$ cat src/rtl/pipe_stage_buf.sv
// Pipeline stage register with valid/ready handshake, optional two-entry
// skid buffer, synchronous flush and a saturating stall counter.
//
// state   | meaning
// --------+------------------------------------------------------------
// S_EMPTY | no beat held, main holds BUBBLE_VAL, out_valid=0
// S_ONE   | one beat held in main, skid holds BUBBLE_VAL
// S_TWO   | main and skid both hold beats (SKID_EN=1 only), in_ready=0
module pipe_stage_buf #(
    parameter int unsigned       DATA_W     = 165,
    parameter bit                SKID_EN    = 1'b1,
    parameter logic [DATA_W-1:0] BUBBLE_VAL = '0,
    parameter int unsigned       CNT_W      = 16
) (
    input  logic              clk,
    input  logic              reset_n,
    input  logic              in_valid,
    output logic              in_ready,
    input  logic [DATA_W-1:0] in_data,
    input  logic              flush,
    output logic              out_valid,
    input  logic              out_ready,
    output logic [DATA_W-1:0] out_data,
    output logic [1:0]        occupancy,
    output logic [CNT_W-1:0]  stall_cnt,
    input  logic              stat_clr
);

    typedef enum logic [1:0] {
        S_EMPTY = 2'd0,
        S_ONE   = 2'd1,
        S_TWO   = 2'd2
    } state_e;

    localparam logic [CNT_W-1:0] CNT_MAX = {CNT_W{1'b1}};

    state_e            state_q, state_d;
    logic [DATA_W-1:0] main_q, main_d;
    logic [DATA_W-1:0] skid_q, skid_d;
    logic [CNT_W-1:0]  cnt_q, cnt_d;
    logic              main_v;
    logic              in_fire;
    logic              out_fire;

    assign main_v    = (state_q != S_EMPTY);
    assign out_valid = main_v;
    assign out_data  = main_q;
    // State encoding doubles as the held-beat count.
    assign occupancy = 2'(state_q);
    assign stall_cnt = cnt_q;
    assign in_fire   = in_valid & in_ready;
    assign out_fire  = main_v & out_ready;

    // Ready: registered-state-only with the skid, otherwise pass-through of out_ready.
    always_comb begin
        if (SKID_EN) begin
            in_ready = (state_q != S_TWO) && !flush;
        end else begin
            in_ready = (!main_v || out_ready) && !flush;
        end
    end

    // Next state and data movement; flush overrides every transition.
    always_comb begin
        state_d = state_q;
        main_d  = main_q;
        skid_d  = skid_q;
        if (flush) begin
            state_d = S_EMPTY;
            main_d  = BUBBLE_VAL;
            skid_d  = BUBBLE_VAL;
        end else begin
            case (state_q)
                S_EMPTY: begin
                    if (in_fire) begin
                        state_d = S_ONE;
                        main_d  = in_data;
                    end
                end
                S_ONE: begin
                    if (in_fire && out_fire) begin
                        main_d = in_data;
                    end else if (in_fire && SKID_EN) begin
                        state_d = S_TWO;
                        skid_d  = in_data;
                    end else if (out_fire) begin
                        state_d = S_EMPTY;
                        main_d  = BUBBLE_VAL;
                    end
                end
                S_TWO: begin
                    if (out_fire) begin
                        state_d = S_ONE;
                        main_d  = skid_q;
                        skid_d  = BUBBLE_VAL;
                    end
                end
                default: begin
                    state_d = S_EMPTY;
                    main_d  = BUBBLE_VAL;
                    skid_d  = BUBBLE_VAL;
                end
            endcase
        end
    end

    // Stall counter: clear wins, otherwise saturating count of stalled cycles.
    always_comb begin
        cnt_d = cnt_q;
        if (stat_clr) begin
            cnt_d = '0;
        end else if (main_v && !out_ready && (cnt_q != CNT_MAX)) begin
            cnt_d = cnt_q + 1'b1;
        end
    end

    // State, payload and counter registers.
    always_ff @(posedge clk or negedge reset_n) begin
        if (!reset_n) begin
            state_q <= S_EMPTY;
            main_q  <= BUBBLE_VAL;
            skid_q  <= BUBBLE_VAL;
            cnt_q   <= '0;
        end else begin
            state_q <= state_d;
            main_q  <= main_d;
            skid_q  <= skid_d;
            cnt_q   <= cnt_d;
        end
    end

endmodule
$ cat config.mk
export PLATFORM = sky130hd
export DESIGN_NAME = pipe_stage_buf
export DESIGN_NICKNAME = d
export VERILOG_FILES = /design/src/rtl/pipe_stage_buf.sv
export SDC_FILE = /design/constraint.sdc
export NUM_CORES = 1
export LEC_CHECK = 0
export ABC_AREA = 1
export CAP_MARGIN = 5
export CORE_MARGIN = 2
export CORE_UTILIZATION = 48
export CTS_CLUSTER_DIAMETER = 80
export DETAILED_ROUTE_END_ITERATION = 12
export GPL_TIMING_DRIVEN = 0
export PLACE_DENSITY_LB_ADDON = 0.3
export SYNTH_ARGS = -nofsm -noshare
export SYNTH_HDL_FRONTEND = slang
export SYNTH_SLANG_ARGS = --single-unit
$ cat constraint.sdc
create_clock -name clk -period 2.4 [get_ports clk]
set_input_delay 0.48 -clock clk [delete_from_list [all_inputs] [get_ports clk]]
set_output_delay 0.48 -clock clk [all_outputs]
set_load 0.03 [all_outputs]
==> flow_metrics.tcl <==
set metrics [dict create \
    grt_pass1_wl_um 76100 \
    irDropWorstVdd_uv 613 \
    reg2reg_from "occupancy[0]$_DFFE_PN0P_" \
    coreArea_mm2 0.0327 \
    io-pin-count 356 \
    synth_nets 2300 \
    yosysMostFrequentCell "nand2_1" \
    clk_latency_ps 520 \
    yosysWarnings 0 \
    yosysTopAreaCell "dfrtp_1" \
    synth_compound_area_share_pct 5.50 \
    nNetsFinal 2697 \
    die-area_mm2 0.0349 \
    synth-simple-area-share_pct 34.8 \
    cp.required_ps 1920 \
    min_period_ps 2260 \
    antenna_found_initial 5 \
    worst-path-max-fanout 14 \
    first_pass_iters 5 \
    cts.repair.resized 2 \
    cp-end-kind "output pin" \
    critPathArrivalTime_ps 1780 \
    clock-skew-final_ps 13.6 \
    ff2ff_setup_slack_ps 230 \
    ys_seq_elements 348 \
    async_flop_share_pct 100 \
    synth_top_area_share_pct 54.3 \
    post-place-ws_ps -236 \
    n_fill_cell 2745 \
    drc_errors 0 \
    vias_per_cell 5.03 \
    synth_common_cells "nand2_1 (1395), dfrtp_1 (348), o21ai_1 (147)" \
    grt_pass1_vias 14800 \
    drt_iter0_markers 1111 \
    start_kind "flip-flop" \
    setup_viol 0 \
    cts_max_level 2 \
    synth-edff-count 0 \
    initial_core_util_pct 49.1 \
    grt_max_degree 122 \
    tightest_slew_ps 856 \
    synth-adder-area-share_pct 0.0780 \
    post_cts_buffers 0 \
    vias 15100 \
    clkSinkCount 348 \
    globalplace.congestion 0.857 \
    rr_worst_depth 10 \
    rsz0062_at_grt "false" \
    cts_tree "done" \
    fp.dieW_um 187 \
    antenna_left 0 \
    synth_area_mm2 0.0160 \
    fin_area_mm2 0.0216 \
    grt_overflow 0 \
    cts-root-buf "clkbuf_16" \
    hold_viol 0 \
    cts_buffer_depth 3 \
    postSynthAreaPerCell_um2 7.54 \
    period_share_pct 94.2 \
    power_density_mw_per_mm2 982 \
    synthMuxAreaShare_pct 0 \
    drive_gt1_share_pct 6.78 \
    post_drt_wl_per_cell_um 15.6 \
    holdBufCountCts 0 \
    fin_ws_ps 140 \
    slew_headroom_pct 42.9 \
    synthToLayoutAreaGrowth_pct 34.3 \
    port_buffers 355 \
    status "finished, final reports clean" \
    min_path_type "in2async" \
    place_hpwl_um 33000 \
    die_h_um 187 \
    maxCapViolCount 0 \
    ys.flop_type "dfrtp_1" \
    synth-seq-area-share_pct 54.3 \
    synth_cells 2128 \
    rr_endpoint "out_data[161]$_DFFE_PN0P_" \
    synth_area_leaders "dfrtp_1 (54%), nand2_1 (33%), o21ai_1 (4.6%)" \
    path_clk_slew_ps 60 \
    slew_violations 0 \
    finalWirelength_um 46700 \
    leakage_uw 0.0108 \
    cts_buffers 39 \
    path_class "reg2out" \
    synth_xor_area_share_pct 0.273 \
    post_dp_cell_area_mm2 0.0202 \
    track_usage_pct 26.8 \
    yosys.cell_types.count 26 \
    core.rowCount 66 \
    fmax_mhz 442 \
    synth_top_family_by_area "simple AND/OR/NAND/NOR gates" \
]
cell usage in the layout (no fill, tap or decap), drive strengths merged:
cell           instances
nand2               1396
dfrtp                348
nand3                 14
or2                    2
dlygate4sd2            1
clkinv                11
inv                   14
nor3                   1
o21bai                 3
clkbuf                89
buf                   97
nor2                  29
nand4                 14
xor2                   5
clkdlybuf4s50        352
o21ai                171
diode                  4
ha                     1
bufinv                 4
sequential cells by signal, indices dropped and copies added (netlist names):
name and cells:
out_data 165, skid_q 165, stall_cnt 16, occupancy 2
per-layer routing:
metal	part of all wire, %	track usage (%)
met3	8.6	7.32
met5	0.019	0
met2	47	44.1
met4	3.3	9.46
met1	42	34.1
critical path, stage by stage (launching register included):
cell and delay [ps]:
dfrtp_1 440, inv_2 90, nand2_2 100, clkinv_2 230, nor2_1 170, clkbuf_2 220
cell families (layout without fill, tap and decap cells):
logic type,after synthesis,count (layout)
buf+inv,144,568
fa+ha+maj,1,1
xor+xnor,5,5
flops,348,348
simple gates,1456,1456
other cells,0,4
compound gates,174,174
worst max path at each step:
stage                              from                  endpoint  slack (ps)  cells past startpoint
5_1_grt        occupancy[0]$_DFFE_PN0P_                  in_ready          10                      5
4_1_cts        occupancy[0]$_DFFE_PN0P_                  in_ready          30                      5
6_report       occupancy[0]$_DFFE_PN0P_                  in_ready         140                      5
3_3_place_gp                    reset_n  out_data[53]$_DFFE_PN0P_      -14340                      1
2_1_floorplan  occupancy[0]$_DFFE_PN0P_                  in_ready         480                      5
3_5_place_dp                      flush    skid_q[33]$_DFFE_PN0P_        -240                      6
stage by stage:
stage,utilization (%),cells,power [µW],TNS (ps),hold slack [ps]
6_report,65.9,2998,21200,0,36.8
5_1_grt,65.9,2997,22300,0,90.5
4_1_cts,65.9,2994,21300,0,65.9
3_5_place_dp,61.8,2927,15000,-34230,464
3_3_place_gp,61.6,2925,14900,-5002500,461
2_1_floorplan,-,2128,11900,0,184
cell type report:
type | instances | area (µm²) | share of cell area [%]
sequential | 348 | 8710 | 40.4
multi-input combinational | 1636 | 6530 | 30.3
timing repair buffer | 357 | 3610 | 16.7
clock buffer | 54 | 1170 | 5.45
buffer | 128 | 754 | 3.50
tap | 442 | 553 | 2.56
clock inverter | 14 | 170 | 0.789
inverter | 15 | 57.6 | 0.267
antenna | 4 | 10.0 | 0.0464
power breakdown:
group          total [µW]  internal (µW)  switching, µW
combinational        7320           2650           4670
clock                6190           3830           2350
sequential           7660           7000            653
Note: power is estimated with default switching activity, not from simulation.
